<file path="src/rtl/y_sig_pkg.sv">
// y_sig_pkg: shared types and default constants for the y signature checker.
//   state_t        : checker FSM states (IDLE, CAPTURE, DONE)
//   SIG_WIDTH_DEF  : default MISR / signature width
//   POLY_DEF       : default MISR feedback polynomial
//   SEED_DEF       : default signature value loaded on start
//   CNT_WIDTH_DEF  : default sample counter width
package y_sig_pkg;

  typedef enum logic [1:0] {
    IDLE    = 2'd0,
    CAPTURE = 2'd1,
    DONE    = 2'd2
  } state_t;

  localparam int          SIG_WIDTH_DEF = 32;
  localparam logic [31:0] POLY_DEF      = 32'h04C1_1DB7;
  localparam logic [31:0] SEED_DEF      = 32'hFFFF_FFFF;
  localparam int          CNT_WIDTH_DEF = 16;

endpackage

</file>
<file path="src/rtl/y_sig_misr_step.sv">
// y_sig_misr_step: combinational fold of a wide sample into SIG_WIDTH bits,
// followed by one MISR step.
//   sig      in  SIG_WIDTH  current signature
//   y        in  Y_WIDTH    sample vector
//   sig_next out SIG_WIDTH  signature after compacting y
module y_sig_misr_step
  import y_sig_pkg::*;
#(
  parameter int                   Y_WIDTH   = 421,
  parameter int                   SIG_WIDTH = SIG_WIDTH_DEF,
  parameter logic [SIG_WIDTH-1:0] POLY      = POLY_DEF[SIG_WIDTH-1:0]
) (
  input  logic [SIG_WIDTH-1:0] sig,
  input  logic [Y_WIDTH-1:0]   y,
  output logic [SIG_WIDTH-1:0] sig_next
);

  localparam int N_CHUNKS = (Y_WIDTH + SIG_WIDTH - 1) / SIG_WIDTH;

  logic [N_CHUNKS*SIG_WIDTH-1:0] y_ext;
  logic [SIG_WIDTH-1:0]          fold;

  // Zero-extend so the top chunk is padded with zeros, then XOR all chunks.
  always_comb begin
    y_ext = '0;
    y_ext[Y_WIDTH-1:0] = y;
    fold = '0;
    for (int i = 0; i < N_CHUNKS; i++) begin
      fold = fold ^ y_ext[i*SIG_WIDTH +: SIG_WIDTH];
    end
  end

  assign sig_next = {sig[SIG_WIDTH-2:0], 1'b0}
                  ^ (sig[SIG_WIDTH-1] ? POLY : '0)
                  ^ fold;

endmodule

</file>
<file path="config.mk">
export PLATFORM = sky130hd
export DESIGN_NAME = y_sig_misr_step
export DESIGN_NICKNAME = d
export VERILOG_FILES = /design/src/rtl/y_sig_pkg.sv /design/src/rtl/y_sig_misr_step.sv
export SDC_FILE = /design/constraint.sdc
export NUM_CORES = 1
export LEC_CHECK = 0
export BUFFER_PORTS_ARGS = -buffer_cell sky130_fd_sc_hd__buf_2
export CAP_MARGIN = 15
export CORE_AREA = 4 4 187 189
export DETAILED_ROUTE_END_ITERATION = 10
export DIE_AREA = 0 0 191 193
export GPL_ROUTABILITY_DRIVEN = 0
export GPL_TIMING_DRIVEN = 0
export RECOVER_POWER = 50
export SYNTH_ARGS = -nofsm -noshare
export SYNTH_HDL_FRONTEND = slang
export SYNTH_SLANG_ARGS = --single-unit
</file>
<file path="constraint.sdc">
create_clock -name vclk -period 1.4
set_input_delay 0.14 -clock vclk [all_inputs]
set_output_delay 0.14 -clock vclk [all_outputs]
set_load 0.02 [all_outputs]
</file>
Word level (Yosys, flattened, before mapping)
Cells that the tools add are included.
{"block": "op_classes", "muxes": 1, "eq_ne": 0, "shift": 0, "div_mod_pow": 0, "n_bitwise": 15, "magnitude_cmp": 0, "n_addsub": 0, "n_reduce_logical": 0, "n_mul": 0}
{"op": "XOR 32 bit", "n": 13}
{"op": "XOR 32 x 27 -> 32 bit", "n": 1}
{"op": "XOR 32 x 5 -> 32 bit", "n": 1}
{"op": "2-to-1 mux 27 bit", "n": 1}
{"block": "word_totals", "latchBits": 0, "n_memories": 0, "input_bits": 453, "ram_bits": 0, "register_bits": 0, "out_inout_bits": 32, "mem_bits_ro": 0}

Depth between registers and ports, before layout
Gate-level depths: netlist of run 1.
{"block": "depth", "ltp_word": 14, "ltp_mapped": 6}

Least setup slack after synthesis of run 1
OpenSTA, ideal clock, no wires.
{"block": "synth_timing", "path_kind": "input -> output", "startpoint": "input port sig[31]", "endpoint": "output port sig_next[10]", "path_stages": 6, "setup_slack_ns": 0.037, "t_arrival_ns": 1.223, "required_time_ns": 1.260, "cell_sequence": "buf_6 > buf_12 > xnor2_1 > xnor2_1 > xnor2_1 > xnor2_1"}
{"block": "synth_between", "elab_chain_len": 3}
{"element": "start: declaration", "line": "y_sig_misr_step.sv:13", "source": "input logic [SIG_WIDTH-1:0] sig,"}
{"element": "2-to-1 mux 27 bit", "line": "y_sig_misr_step.sv:34", "source": "^ (sig[SIG_WIDTH-1] ? POLY : '0)"}
{"element": "XOR 32 x 27 -> 32 bit", "line": "y_sig_misr_step.sv:34"}
{"element": "XOR 32 bit", "line": "y_sig_misr_step.sv:35", "source": "^ fold;"}
{"element": "end: declaration", "line": "y_sig_misr_step.sv:15", "source": "output logic [SIG_WIDTH-1:0] sig_next"}
Every way passes these cells.

Worst setup path after layout of run 1
{"block": "layout_timing", "startpoint": "input port sig[31]", "endpoint": "output port sig_next[12]"}
The elaborated chain is that of the path after synthesis.

==> implementation parameters, run 1 <==
Parameter                              Value

Job
  Max-cap violations ... 0

Detailed routing
  First DRT Iteration DRCs ... 26
  Average wire length per cell after detail routing ... 11.4 µm
  Via/cell ratio ... 3.24
  Count of antenna-violating nets left after detailed routing ... 0
  Total number of vias ... 4448
  First drt pass iteration count ... 4
  Post-Route WL ... 15700 µm
  Remaining design rule violation count ... 0

Logic synthesis
  Most instantiated cells after synthesis ... xnor2_1, xor2_1, xnor2_2
  Leading post-synthesis cells by cell area ... xnor2_1, xor2_1, xnor2_2
  Share of the yosys chip area belonging to registers ... 0
  Post-synth cell types ... 5
  Per-instance average area after synthesis ... 8.82 µm²
  Most instantiated library cell after synthesis ... xnor2_1
  Total nets after synthesis ... 889
  Combined area of all synthesized cells ... 3850 µm²
  Number of instances in the synthesized netlist ... 436
  Yosys top cell area share ... 0.883
  Number of warnings issued by yosys ... 0
  Most area-hungry cell type in the Yosys netlist ... xnor2_1

Global routing
  Global route overflow ... 0
  Number of global-route vias before repair ... 4425
  Pin count of the biggest net entering global routing ... 7
  Overall fraction of global-route tracks in use ... 0.0685
  Antenna violations before repair ... 1
  First-pass GRT wire length ... 20400 µm

Worst setup path
  CP Capture Type ... primary output
  Worst Path Max Fanout ... 6
  Startpoint-to-endpoint class of the critical path ... in2out
  Launching element type of the critical path ... primary input
  CP arrival ... 1.29 ns
  Required time of the worst setup path ... 1.26 ns

Worst hold path
  Path category of the worst min-delay check ... in2out
  Number of cells traversed by the worst hold path ... 5

Status
  Outcome ... finished, violations left
  Violated checks ... negative setup slack

Die
  Core region area ... 33300 µm²
  Standard-cell rows ... 67
  Die H ... 193 µm
  Floorplan die area ... 36900 µm²
  Initial core utilization ... 0.116
  Number of top-level design ports ... 485
  Horizontal die dimension ... 191 µm

Layout
  Clock buf count ... 0
  Total number of sequential cells ... 0
  Non-Filler Instances ... 1371
  Layout net count ... 1377
  Post-Route Utilization ... 0.216
  Layout cell share with drive strength beyond 1 ... 0.557
  Synth-to-layout area growth ... 87.0%
  Storage element area ... 0 µm²
  Fillcell total ... 3675

Placement
  Number of placed cells counting well taps ... 1368
  Port-buffer cells ... 484
  Half-perimeter wire length after detailed placement ... 14800 µm

Timing
  Least setup slack across all paths after layout ... -0.0261 ns
  Number of failing hold endpoints at the final stage ... 0
  Final Slew Violations ... 0
  Max Clock Freq ... 0.701 GHz
  Transition at the pin with the smallest max-transition slack ... 0.364 ns
  Final period utilization ... 1.02
  Unrepaired setup endpoints after global routing ... yes
  Number of endpoints failing setup at the final stage ... 2
  Tightest slew margin relative to the limit ... 0.757
  Crit path time final ... 1.43 ns

Power and ir drop
  Power per standard cell area ... 772 nW/µm²
  Worst vdd ir ... 0.530 mV
  Leakage dissipation ... 3.12 nW
==> cell usage in the layout, fill, tap and decap left out <==
cell type and n:
xnor2_1 359, buf_4 14, clkbuf_2 4, xnor2_4 6, buf_16 2, buf_12 1, xor2_1 44, xnor2_2 25
diode_2 1, clkbuf_1 5, buf_2 462
==> final timing paths <==
check	from	to	slack [ns]
max	sig[31]	sig_next[12]	-0.03
min	y[296]	sig_next[8]	0.81
==> critical path, cell delays in order <==
cell	delay, ns
buf_16	0.13
buf_12	0.16
xnor2_4	0.13
xnor2_2	0.15
xnor2_1	0.15
xnor2_1	0.23
buf_4	0.19
==> report_power, final <==
part	switching (mW)	total, mW	leakage (nW)	internal, mW
Combinational	2.75	5.56	3.12	2.81
Clock	0	0.0000000956	0.00000634	0.0000000956
Sequential	0	0	0	0
Total	2.75	5.56	3.12	2.81
==> area by class of cell <==
| class | instances | area [µm²] | area share |
|---|---|---|---|
| Antenna cell | 1 | 2.50 | 0.000348 |
| Buffer | 2 | 47.5 | 0.00661 |
| Tap cell | 448 | 561 | 0.0779 |
| Timing Repair Buffer | 486 | 2480 | 0.345 |
| Multi-Input combinational cell | 434 | 4100 | 0.570 |
==> layer usage <==
metal	wire [µm]	global-route usage
met5	0	0
met4	113	0.00994
met3	1400	0.00828
met2	8980	0.149
met1	5190	0.0698
==> cells by family (layout without fill, tap and decap cells) <==
| group | count (synthesis) | count (layout) | share of synthesized area |
|---|---|---|---|
| xor+xnor | 434 | 434 | 0.992 |
| buf+inv | 2 | 488 | 0.00813 |
| other cells | 0 | 1 | 0 |
==> repair_timing <==
action,CTS,global route
endpoints found under the setup margin,14,15
hold buffers,0,0
resized for setup,27,25
pin swaps,15,24
cloned,1,0
setup buffers,1,0
==> metrics by stage <==
| stage | area (µm²) | worst slack (ns) | total power, mW | hold slack [ns] | TNS [ns] |
|---|---|---|---|---|---|
| finish | 7200 | -0.0261 | 5.56 | 0.807 | -0.0353 |
| global route | 7200 | -0.0741 | 5.96 | 0.844 | -0.472 |
| CTS | 7010 | -0.0661 | 5.51 | 0.816 | -0.248 |
| detailed placement | 6830 | -0.165 | 5.28 | 0.816 | -1.22 |
| global placement | 6830 | -0.178 | 5.23 | 0.806 | -1.10 |
| floorplan | 3850 | 0.0375 | 3.48 | 0.647 | 0 |
No activity file was read; power rests on OpenSTA's default activity.
==> inputs of run 2 (changes only) <==
- ABC_AREA: not set -> 1
- CORE_AREA: 4 4 187 189 -> 4 4 184 186
- DIE_AREA: 0 0 191 193 -> 0 0 188 190
==> run 2 against run 1 <==
  * The flow now finishes without violations
  * Maximum frequency grew 4.5%
  * Count of clock-buffer cells in the layout is the same
  * Critical path depth grew 3
  * Global-route usage grew 4.2 points
  * Setup slack gained 0.061 ns
  * Sequential cell count is the same
  * Combinational power shrank 6.1%
  * Wire length grew 44%
  * Die area shrank 3.1%
==> implementation parameters, run 2 <==
Parameter                              Value

Status
  Outcome ... complete, no violations

Die
  Number of top-level design ports ... 485 (unchanged)
  Horizontal die dimension ... 188 µm (-1.6%)
  Core region area ... 32300 µm² (-3.0%)
  Standard-cell rows ... 66 (-1.5%)
  Die H ... 190 µm (-1.6%)
  Floorplan die area ... 35700 µm² (-3.1%)
  Initial core utilization ... 0.197 (+0.0811)

Worst setup path
  CP arrival ... 1.23 ns (-0.06 ns)
  Slowest CP cell ... or2_4
  Cells along the critical path ... buf_4 > xnor2_2 > or2_4 > nand2_4 > inv_1 > nand2_1 > nand2_2 > nand2_1 > nand2_2 > buf_6
  Cell class contributing the biggest share of worst-path delay ... simple AND/OR/NAND/NOR gates
  Number of buffer and inverter stages on the critical path ... 3 (unchanged)
  Critical Path Max Stage Delay ... 0.26 ns (+0.03 ns)
  Required time of the worst setup path ... 1.26 ns (about the same)
  CP Capture Type ... primary output
  Worst Path Max Fanout ... 3 (-3)
  Startpoint-to-endpoint class of the critical path ... in2out
  Launching element type of the critical path ... primary input

Logic synthesis
  Post-synth cell types ... 14 (+9)
  Leading post-synthesis cells by cell area ... nand2_1, xnor2_1, xor2_1
  Number of warnings issued by yosys ... 0 (unchanged)
  Most area-hungry cell type in the Yosys netlist ... nand2_1
  Number of instances in the synthesized netlist ... 1257 (+190%)
  Most instantiated library cell after synthesis ... nand2_1
  Yosys top cell area share ... 0.380 (-0.503)
  Total nets after synthesis ... 1710 (+92%)
  Share of the yosys chip area belonging to registers ... 0 (unchanged)
  Combined area of all synthesized cells ... 6350 µm² (+65%)
  Per-instance average area after synthesis ... 5.05 µm² (-43%)
  Most instantiated cells after synthesis ... nand2_1, inv_1, xnor2_1

Detailed routing
  Via/cell ratio ... 3.84 (+18%)
  Count of antenna-violating nets left after detailed routing ... 0 (unchanged)
  Post-Route WL ... 22600 µm (+44%)
  Average wire length per cell after detail routing ... 10.3 µm (-9.6%)
  First drt pass iteration count ... 4 (unchanged)
  First DRT Iteration DRCs ... 156 (+500%)
  Remaining design rule violation count ... 0 (unchanged)
  Total number of vias ... 8396 (+89%)

Power and ir drop
  Worst vdd ir ... 0.397 mV (-25%)
  Leakage dissipation ... 6.54 nW (+110%)
  Power per standard cell area ... 510 nW/µm² (-34%)

Placement
  Post-Place Cell Area ... 9330 µm² (+37%)
  Port-buffer cells ... 484 (unchanged)
  Half-perimeter wire length after detailed placement ... 20400 µm (+37%)

Timing
  Final Slew Violations ... 0 (unchanged)
  Crit path time final ... 1.37 ns (-0.0608 ns)
  Transition at the pin with the smallest max-transition slack ... 0.304 ns (-0.0597 ns)
  Tightest slew margin relative to the limit ... 0.797 (+0.0400)
  Final-layout setup total negative slack ... 0 ns (+0.0353 ns)
  Number of failing hold endpoints at the final stage ... 0 (unchanged)
  Number of endpoints failing setup at the final stage ... 0 (-2)
  Max Clock Freq ... 0.732 GHz (+4.5%)
  Final period utilization ... 0.975 (-0.0434)
  Final hold slack ... 0.786 ns (-0.0209 ns)
  Unrepaired setup endpoints after global routing ... yes

Worst hold path
  Path category of the worst min-delay check ... in2out

Global routing
  First-pass GRT wire length ... 33900 µm (+66%)
  Number of global-route vias before repair ... 7781 (+76%)
  Antenna violations before repair ... 0 (-1)
  Global route overflow ... 0 (unchanged)
  Pin count of the biggest net entering global routing ... 11 (+4)
  Overall fraction of global-route tracks in use ... 0.110 (+0.0418)

Layout
  Total number of sequential cells ... 0 (unchanged)
  Layout net count ... 2202 (+60%)
  Design area ... 10200 µm² (+42%)
  Synth-to-layout area growth ... 61.1%
  Fillcell total ... 3558 (-3.2%)
  Highest-count cells in the layout ignoring fill and taps ... nand2_1, buf_2, inv_1
  Antenna cell count ... 0 (-1)
  Most common library cell in the layout ignoring fill and taps ... nand2_1
  Storage element area ... 0 µm² (unchanged)
  Layout cell share with drive strength beyond 1 ... 0.365 (-0.193)
  Clock buf count ... 0 (unchanged)

Clock network
  Number of hold buffers added after cts ... 0 (unchanged)

Job
  Max-cap violations ... 0 (unchanged)
## run 2: changes by cell type after synthesis, moves of 30 or more
cell,delta
xor2_1,+88
inv_1,+230
nand2_1,+643
xnor2_1,-253
nand3_1,+58
or2_2,+30
## run 2: final cells by class
cell class                 instances  area, µm²  share of cell area
inverter                         230        863              0.0844
tap                              442        553              0.0541
timing repair buffer             490       2630               0.257
multi-input combinational       1025       6140               0.601
buffer                             2       40.0             0.00391
## run 2: worst paths after layout
check / start / to / depth (start not counted)
hold / removal: y[399] / sig_next[15] / 7
setup / recovery: y[95] / sig_next[31] / 10
## run 2: repair_timing
| item | in CTS | in global routing |
|---|---|---|
| pin swaps | 6 | 69 |
| setup endpoints to repair | 12 | 32 |
| setup buffers | 2 | 3 |
| resized for setup | 23 | 169 |
| gates cloned | 0 | 1 |
## run 2: cell families (layout without fill, tap and decap cells)
kind of cell           Yosys count  count (layout)  share of synthesized area
AND/OR/NAND/NOR                753             753                      0.478
XOR/XNOR                       272             272                      0.381
buffers and inverters          232             722                      0.141
## run 2: where the power goes
part / internal [mW] / switching (mW) / total (mW)
Clock: 0 / 0 / 0
Combinational: 2.37 / 2.85 / 5.22
Sequential: 0 / 0 / 0
## run 2: per-layer routing
| layer | global-route usage | routed length [µm] |
|---|---|---|
| met5 | 0 | 0 |
| met4 | 0.00339 | 138 |
| met3 | 0.0106 | 1090 |
| met2 | 0.213 | 12000 |
| met1 | 0.139 | 9460 |
## run 2: tightest hold or removal path: cells and delay by family
family / cells / cell delay, ns
buf+inv: 2 / 0.23
simple gates: 4 / 0.21
xor+xnor: 1 / 0.07
## run 2: per-stage QoR
step	power (mW)	instances	util	worst slack (ns)
finish	5.22	2189	0.317	0.0347
floorplan	2.93	1257	-	0.174
global placement	4.45	2183	0.289	-0.0462
CTS	4.68	2185	0.292	-0.0221
global route	5.87	2189	0.317	-0.0562
detailed placement	4.56	2183	0.289	-0.0551
==> inputs of run 3 (changes only) <==
==> constraint.sdc (replaced) <==
create_clock -name vclk -period 1.4
set_input_delay 0.14 -clock vclk [all_inputs]
set_output_delay 0.14 -clock vclk [all_outputs]
set_load 0.05 [all_outputs]
==> run 3 against run 2 <==
  * Cell count up 0.23%
  * Critical endpoint is now sig_next[5]
  * Maximum frequency down 3.7%
  * Final area up 2.2%
  * Count of clock-buffer cells in the layout unchanged
  * Die area unchanged
  * Power up 18%
  * The run now ends with negative setup slack left
  * Via count up 0.54%
  * Wire length down 5.4%
  * Setup slack worse by 0.052 ns
  * Global-route usage down 0.67 points
  * Sequential cell count unchanged
  * Worst hold slack better by 0.024 ns
==> implementation parameters, run 3 (synthesis results as in run 2) <==
Parameter                              Value

Status
  Outcome ... finished, violations left
  Violated checks ... negative setup slack

Detailed routing
  First DRT Iteration DRCs ... 157 (+0.64%)
  Post-Route WL ... 21400 µm (-5.4%)
  Count of antenna-violating nets left after detailed routing ... 0 (unchanged)
  First drt pass iteration count ... 4 (unchanged)
  Via/cell ratio ... 3.85 (+0.31%)
  Remaining design rule violation count ... 0 (unchanged)
  Average wire length per cell after detail routing ... 9.76 µm (-5.6%)
  Total number of vias ... 8441 (+0.54%)

Worst setup path
  Startpoint-to-endpoint class of the critical path ... in2out
  CP arrival ... 1.28 ns (+0.05 ns)
  Cells along the critical path ... buf_12 > buf_12 > xnor2_4 > nand3b_1 > nand2_1 > nand2_2 > nand2_1 > nand2_1 > nand2_2 > buf_8
  Number of buffer and inverter stages on the critical path ... 3 (unchanged)
  Critical Path Max Stage Delay ... 0.20 ns (-0.06 ns)
  Cell class contributing the biggest share of worst-path delay ... simple AND/OR/NAND/NOR gates
  Required time of the worst setup path ... 1.26 ns (about the same)
  Crit path top cell by count ... nand2_1
  Slowest CP cell ... nand3b_1
  CP Capture Type ... primary output
  Launching element type of the critical path ... primary input
  Worst Path Max Fanout ... 5 (+2)

Layout
  Antenna cell count ... 0 (unchanged)
  Synth-to-layout area growth ... 64.7%
  Total number of sequential cells ... 0 (unchanged)
  Highest-count cells in the layout ignoring fill and taps ... nand2_1, buf_2, inv_1
  Clock buf count ... 0 (unchanged)
  Layout net count ... 2207 (+0.23%)
  Storage element area ... 0 µm² (unchanged)
  Post-Route Utilization ... 0.324 (+0.00701)
  Most common library cell in the layout ignoring fill and taps ... nand2_1
  Layout cell share with drive strength beyond 1 ... 0.374 (+0.00923)

Global routing
  Number of global-route vias before repair ... 7601 (-2.3%)
  Global route overflow ... 0 (unchanged)
  First-pass GRT wire length ... 32300 µm (-4.7%)
  Overall fraction of global-route tracks in use ... 0.104 (-0.00667)
  Antenna violations before repair ... 0 (unchanged)
  Pin count of the biggest net entering global routing ... 6 (-5)

Timing
  Crit path time final ... 1.42 ns (+0.0524 ns)
  Unrepaired setup endpoints after global routing ... yes
  Final Slew Violations ... 0 (unchanged)
  Tightest slew margin relative to the limit ... 0.798 (+0.00107)
  Number of endpoints failing setup at the final stage ... 2 (+2)
  Final period utilization ... 1.01 (+0.0374)
  Number of failing hold endpoints at the final stage ... 0 (unchanged)
  Least setup slack across all paths after layout ... -0.0177 ns (-0.0524 ns)
  Transition at the pin with the smallest max-transition slack ... 0.302 ns (-0.00160 ns)
  Max Clock Freq ... 0.705 GHz (-3.7%)

Die
  Number of top-level design ports ... 485 (unchanged)
  Horizontal die dimension ... 188 µm (unchanged)
  Floorplan die area ... 35700 µm² (unchanged)
  Initial core utilization ... 0.197 (unchanged)
  Die H ... 190 µm (unchanged)
  Core region area ... 32300 µm² (unchanged)
  Standard-cell rows ... 66 (unchanged)

Power and ir drop
  Worst vdd ir ... 0.362 mV (-9.0%)
  Leakage dissipation ... 6.61 nW (+1.0%)
  Total power draw ... 6.19 mW (+18%)
  Power per standard cell area ... 592 nW/µm² (+16%)

Worst hold path
  Min-Delay Startpoint ... y[412]
  Path category of the worst min-delay check ... in2out
  Hold-critical path endpoint ... sig_next[28]
  Number of cells traversed by the worst hold path ... 7 (unchanged)

Placement
  Half-perimeter wire length after detailed placement ... 19200 µm (-6.0%)
  Port-buffer cells ... 484 (unchanged)

Job
  Max-cap violations ... 0 (unchanged)
run 3: cell types whose count changed in the layout (fill, tap and decap cells not counted), moves of 6 or more:
cell and delta:
nand2_1 -12, buf_2 -15, nand3_2 +6, buf_6 +12
nand2_2 +11, buf_8 +7, nand3_1 -7
run 3: how the worst max path moves through the flow:
stage          slack, ns     endpoint  startpoint  depth (start not counted)
3_5_place_dp       -0.23  sig_next[5]      y[133]                         10
2_1_floorplan       0.02  sig_next[5]     sig[31]                          9
3_3_place_gp       -0.23  sig_next[5]     sig[31]                         10
4_1_cts            -0.06  sig_next[5]     sig[31]                         10
5_1_grt            -0.15  sig_next[5]     sig[31]                         10
6_report           -0.02  sig_next[5]     sig[31]                         10
run 3: routing by layer:
| metal | vias up | global-route usage | share of wire |
|---|---|---|---|
| met1 | 3588 | 0.122 | 0.39 |
| li1 | 4595 | - | - |
| met5 | - | 0 | 0 |
| met3 | 16 | 0.0128 | 0.069 |
| met4 | 0 | 0.00734 | 0.0094 |
| met2 | 242 | 0.207 | 0.53 |
run 3: metrics by stage:
step	hold WS (ns)	worst slack, ns	cell area [µm²]	TNS [ns]	cells
2_1_floorplan	0.746	0.0204	6350	0	1257
3_3_place_gp	0.847	-0.228	9330	-1.38	2183
3_5_place_dp	0.861	-0.227	9330	-1.78	2183
4_1_cts	0.843	-0.0612	9650	-0.0612	2190
5_1_grt	0.845	-0.147	10500	-0.634	2194
6_report	0.810	-0.0177	10500	-0.0336	2194
run 3: power by group:
part	switching (mW)	internal (mW)
registers	0	0
logic	3.59	2.59
clock network	0	0
run 3: cell type report:
| cell class | count | area (µm²) |
|---|---|---|
| inverter | 230 | 863 |
| tap | 442 | 553 |
| buffer | 2 | 40.0 |
| timing repair buffer | 495 | 2820 |
| fill | 3516 | 21800 |
| multi-input combinational | 1025 | 6180 |
run 3: timing repair:
action | CTS | global route
setup endpoints to repair | 29 | 32
gates cloned | 1 | 0
hold buffers | 0 | 0
gates resized for setup | 68 | 174
setup buffers | 6 | 4
pin swaps | 24 | 105
hold endpoints to repair | 0 | 0
